[config.mk]
export PLATFORM = sky130hd
export DESIGN_NAME = lbist_prpg
export DESIGN_NICKNAME = d
export VERILOG_FILES = /design/src/rtl/lbist_prpg.sv
export SDC_FILE = /design/constraint.sdc
export NUM_CORES = 1
export LEC_CHECK = 0
export BUFFER_PORTS_ARGS = -buffer_cell sky130_fd_sc_hd__buf_2
export CAP_MARGIN = 40
export CORE_ASPECT_RATIO = 0.6
export CORE_MARGIN = 4
export CORE_UTILIZATION = 30
export DETAILED_ROUTE_END_ITERATION = 16
export SLEW_MARGIN = 5
export SYNTH_ARGS = -nofsm -noshare
export SYNTH_HDL_FRONTEND = slang
export SYNTH_SLANG_ARGS = --single-unit
[constraint.sdc]
create_clock -name clk_i -period 2.15 [get_ports clk_i]
set_clock_uncertainty 0.1 [all_clocks]
set_input_delay 0.3225 -clock clk_i [delete_from_list [all_inputs] [get_ports clk_i]]
set_output_delay 0.3225 -clock clk_i [all_outputs]
set_load 0.01 [all_outputs]
[src/rtl/lbist_prpg.sv]
// LBIST pattern generator: Fibonacci LFSR with seed load, pattern count and
// start/busy/done handshake, plus an optional MISR mode for response compaction.
module lbist_prpg #(
    parameter int               WIDTH = 8,
    parameter logic [WIDTH-1:0] POLY  = 8'hB8,
    parameter logic [WIDTH-1:0] SEED  = '1,
    parameter int               CNT_W = 16
) (
    input  logic             clk_i,
    input  logic             rst_ni,
    input  logic             start_i,
    input  logic             seed_load_i,
    input  logic [WIDTH-1:0] seed_in_i,
    input  logic [CNT_W-1:0] num_patterns_i,
    input  logic             mode_i,
    input  logic [WIDTH-1:0] misr_in_i,
    input  logic             hold_i,
    output logic [WIDTH-1:0] pattern_o,
    output logic             pattern_valid_o,
    output logic             busy_o,
    output logic             done_o
);

    localparam logic [1:0] ST_IDLE = 2'd0;
    localparam logic [1:0] ST_RUN  = 2'd1;
    localparam logic [1:0] ST_DONE = 2'd2;

    logic [1:0]       state_q, state_d;
    logic [WIDTH-1:0] q_q, q_d;
    logic [CNT_W-1:0] cnt_q, cnt_d;
    logic             mode_q, mode_d;

    logic             fb;
    logic [WIDTH-1:0] adv;
    logic [WIDTH-1:0] load_val;

    assign fb  = ^(q_q & POLY);
    assign adv = {q_q[WIDTH-2:0], fb} ^ (mode_q ? misr_in_i : '0);

    // An all-zero seed would lock a PRPG forever; a signature may start at zero.
    assign load_val = ((seed_in_i == '0) && !mode_i) ? SEED : seed_in_i;

    // NOTE: every next-state signal takes its default first so no path leaves
    // it unassigned, which would otherwise infer a latch.
    always_comb begin
        state_d = state_q;
        q_d     = q_q;
        cnt_d   = cnt_q;
        mode_d  = mode_q;
        case (state_q)
            ST_RUN: begin
                if (!hold_i) begin
                    q_d   = adv;
                    cnt_d = cnt_q - CNT_W'(1);
                    if (cnt_q == CNT_W'(1)) begin
                        state_d = ST_DONE;
                    end
                end
            end
            default: begin
                if (seed_load_i) begin
                    q_d = load_val;
                end
                if (start_i) begin
                    if (num_patterns_i != '0) begin
                        state_d = ST_RUN;
                        cnt_d   = num_patterns_i;
                        mode_d  = mode_i;
                    end else begin
                        state_d = ST_DONE;
                    end
                end else if (seed_load_i) begin
                    state_d = ST_IDLE;
                end
            end
        endcase
    end

    // NOTE: state registers use non-blocking assignments so every flop samples
    // the pre-edge values regardless of statement order.
    always_ff @(posedge clk_i or negedge rst_ni) begin
        if (!rst_ni) begin
            state_q <= ST_IDLE;
            q_q     <= SEED;
            cnt_q   <= '0;
            mode_q  <= 1'b0;
        end else begin
            state_q <= state_d;
            q_q     <= q_d;
            cnt_q   <= cnt_d;
            mode_q  <= mode_d;
        end
    end

    assign pattern_o       = q_q;
    assign busy_o          = (state_q == ST_RUN);
    assign pattern_valid_o = busy_o & ~hold_i;
    assign done_o          = (state_q == ST_DONE);

endmodule

==> impl_metrics.json <==
{
  "outcome": "complete, no violations",
  "period_needed_ns": 2.12,
  "grt_pass1_wl_mm": 8.81,
  "async_reset_ff_frac": 1.00,
  "clock-sinks": 27,
  "syn2layout_area_growth_pct": 28.7,
  "synth-edff-count": 0,
  "rows": 21,
  "worst_pin_slew_ns": 0.773,
  "seq_area_sq_um": 686,
  "clk_path_buf_depth": 2,
  "root_buffer": "clkbuf_8",
  "start_util": 0.315,
  "relSlewSlack": 0.482,
  "fin_crit_sh": 0.988,
  "core-area_sq_mm": 0.00568,
  "final_antenna_net_count": 0,
  "grt_setup_unrepaired": "yes",
  "grt_usage": 0.153,
  "drt_iter0_markers": 205,
  "post-route-drc-count": 0,
  "ys_seq_area_frac": 0.383,
  "ir_worst_vdd_v": 0.000332,
  "drt_pass1_iterations": 4,
  "grt_pass1_vias": 1643,
  "cpPeakStageDelay_ns": 0.58,
  "path_max_fanout": 5,
  "synth_nets": 244,
  "diodes": 0,
  "die_w_microns": 108,
  "min_path_type": "primary input to flop",
  "htreeDepth": 1,
  "p_total_uw": 2140,
  "cp.required_ns": 2.18,
  "drv_cap": 0,
  "synth_commonest_cells": "nand2_1 (25), dfrtp_1 (19), nor2_1 (19)",
  "die_y_microns": 67.8,
  "avgSynthCellArea_sq_um": 8.77,
  "ys_types": 50,
  "viasPerCell": 5.61,
  "place_area_sq_mm": 0.00220,
  "ys_ff_latch": 27,
  "dp_slack_ns": 0.0260,
  "via_count": 1918,
  "setup_viol": 0,
  "post-synth-top-area-cell": "dfrtp_1",
  "worstSkewPairLatency_ns": 0.27,
  "synth_area_sq_mm": 0.00179,
  "cp.arrival_ns": 2.16,
  "finalHoldViolCount": 0,
  "fmax_mhz": 471,
  "synth_area_leaders": "dfrtp_1 (27%), dfstp_2 (12%), o221ai_1 (5.4%), nand2_1 (5.2%), xnor2_1 (4.4%)",
  "layout-drive-gt1-share": 0.344,
  "syn_inst": 204,
  "worstSetupStartpointType": "flop",
  "routedWlPerCell_microns": 16.8,
  "grt_max_degree": 38,
  "maxSlewViolCount": 0,
  "regToRegSetupSlack_ns": 0.03,
  "multi_input_area_sq_mm": 0.00107,
  "final_area_sq_mm": 0.00230,
  "nets": 303,
  "whs_ns": 0.191,
  "p_per_area_mw_per_mm2": 931,
  "cts.clk_slew.worst_paths_ns": 0.09,
  "fillers": 583,
  "synth_flop_cell": "dfrtp_1",
  "critPathTopFamily": "simple AND/OR/NAND/NOR gates",
  "crit_path_end_kind": "flop",
  "synth.top_cell.area_share": 0.266,
  "setup_tns_ns": 0,
  "io_buffers": 48,
  "antenna_found_initial": 0,
  "cts_tree": "yes",
  "setup_ws_ns": 0.0266,
  "place_hpwl_mm": 4.36,
  "gp_congestion": 0.856,
  "io_pins": 49,
  "cts_buffers": 3,
  "critical_path.slowest_cell": "or4_4",
  "critPathBufInv": 1,
  "critPathKind": "flop to flop",
  "totalWireLength_mm": 5.75,
  "synth_most_common_cell": "nand2_1",
  "crit_chain": "buf_4, or4_4, or4_2, nand3_1, o221ai_1",
  "grt_overflow": 0,
  "ys.warnings.count": 0,
  "dieArea_sq_mm": 0.00730,
  "p_leak_uw": 0.000925
}
==> per-layer routing <==
metal  vias to the layer above  track usage  wire length [microns]
li1                        902            -                      -
met2                        83        0.213                   2430
met3                         2       0.0386                    575
met4                         0       0.0189                     19
met1                       931        0.240                   2730
met5                         -            0                      0
==> worst paths after layout <==
path	startpoint	endpoint	cells after the start
worst min register to register	pattern_o[2]	pattern_o[2]	2
worst min-delay path	mode_i	mode_q	2
worst max register to register	cnt_q[0]	cnt_q[7]	5
min in group asynchronous	rst_ni	state_q[0]	2
max in group asynchronous	rst_ni	cnt_q[15]	2
worst max-delay path	cnt_q[0]	cnt_q[7]	5
==> cells by family (layout without fill, tap and decap cells) <==
| group | after synthesis | after routing | synth area share |
|---|---|---|---|
| multiplexers | 2 | 2 | 0.0119 |
| buffers and inverters | 16 | 74 | 0.0357 |
| flip-flops | 27 | 27 | 0.383 |
| adder cells (fa/ha/maj) | 2 | 2 | 0.0140 |
| XOR/XNOR | 11 | 11 | 0.0539 |
| AO/OA/AOI/OAI | 64 | 64 | 0.261 |
| AND/OR/NAND/NOR | 82 | 82 | 0.241 |
==> worst reg2reg max path: stages (launching register included) <==
cell and delay (ns):
dfrtp_1 0.40, buf_4 0.14, or4_4 0.58, or4_2 0.55
nand3_1 0.10, o221ai_1 0.10
==> power by group <==
group | leakage (uW) | internal, uW | switching (uW)
Sequential | 0.000288 | 717 | 213
Clock | 0.0000228 | 133 | 165
Combinational | 0.000614 | 471 | 445
==> what timing repair did <==
action,in CTS,in global routing
gates cloned,0,0
pin swaps,0,1
endpoints found under the setup margin,1,3
hold buffers,1,0
buffers inserted,0,2
endpoints found under the hold margin,19,0
gates resized for setup,1,5
==> flip-flops by register name, summed over array words and instances (netlist names) <==
register / cells
cnt_q: 16
mode_q: 1
pattern_o: 8
state_q: 2
==> cells in the final DEF, fill, tap and decap left out, drive strengths merged, types with 3 or more instances in the layout <==
cell     n
xnor2    9
inv      3
o211ai   6
o311ai   3
nand2   25
dfrtp   19
nand3    7
nand4    4
o21ai    3
o221ai  11
dfstp    8
buf     64
o22ai    8
a211oi   3
nor2    19
a22oi    6
nor4     5
clkbuf   4
nor3     4
or4      6
a21oi   13
==> per-stage QoR <==
step / std cells / utilization
after floorplan: 204 / -
after global placement: 335 / 0.388
after detailed placement: 335 / 0.388
after CTS: 340 / 0.399
after global routing: 342 / 0.406
final: 342 / 0.406
==> cell type report <==
cell class / instances / area share
multi-input cells: 161 / 0.465
clock buffers: 4 / 0.0196
flip-flops and latches: 27 / 0.298
repair buffers: 65 / 0.166
well taps: 80 / 0.0435
inverters: 5 / 0.00815
Note: power is estimated with default switching activity, not from simulation.
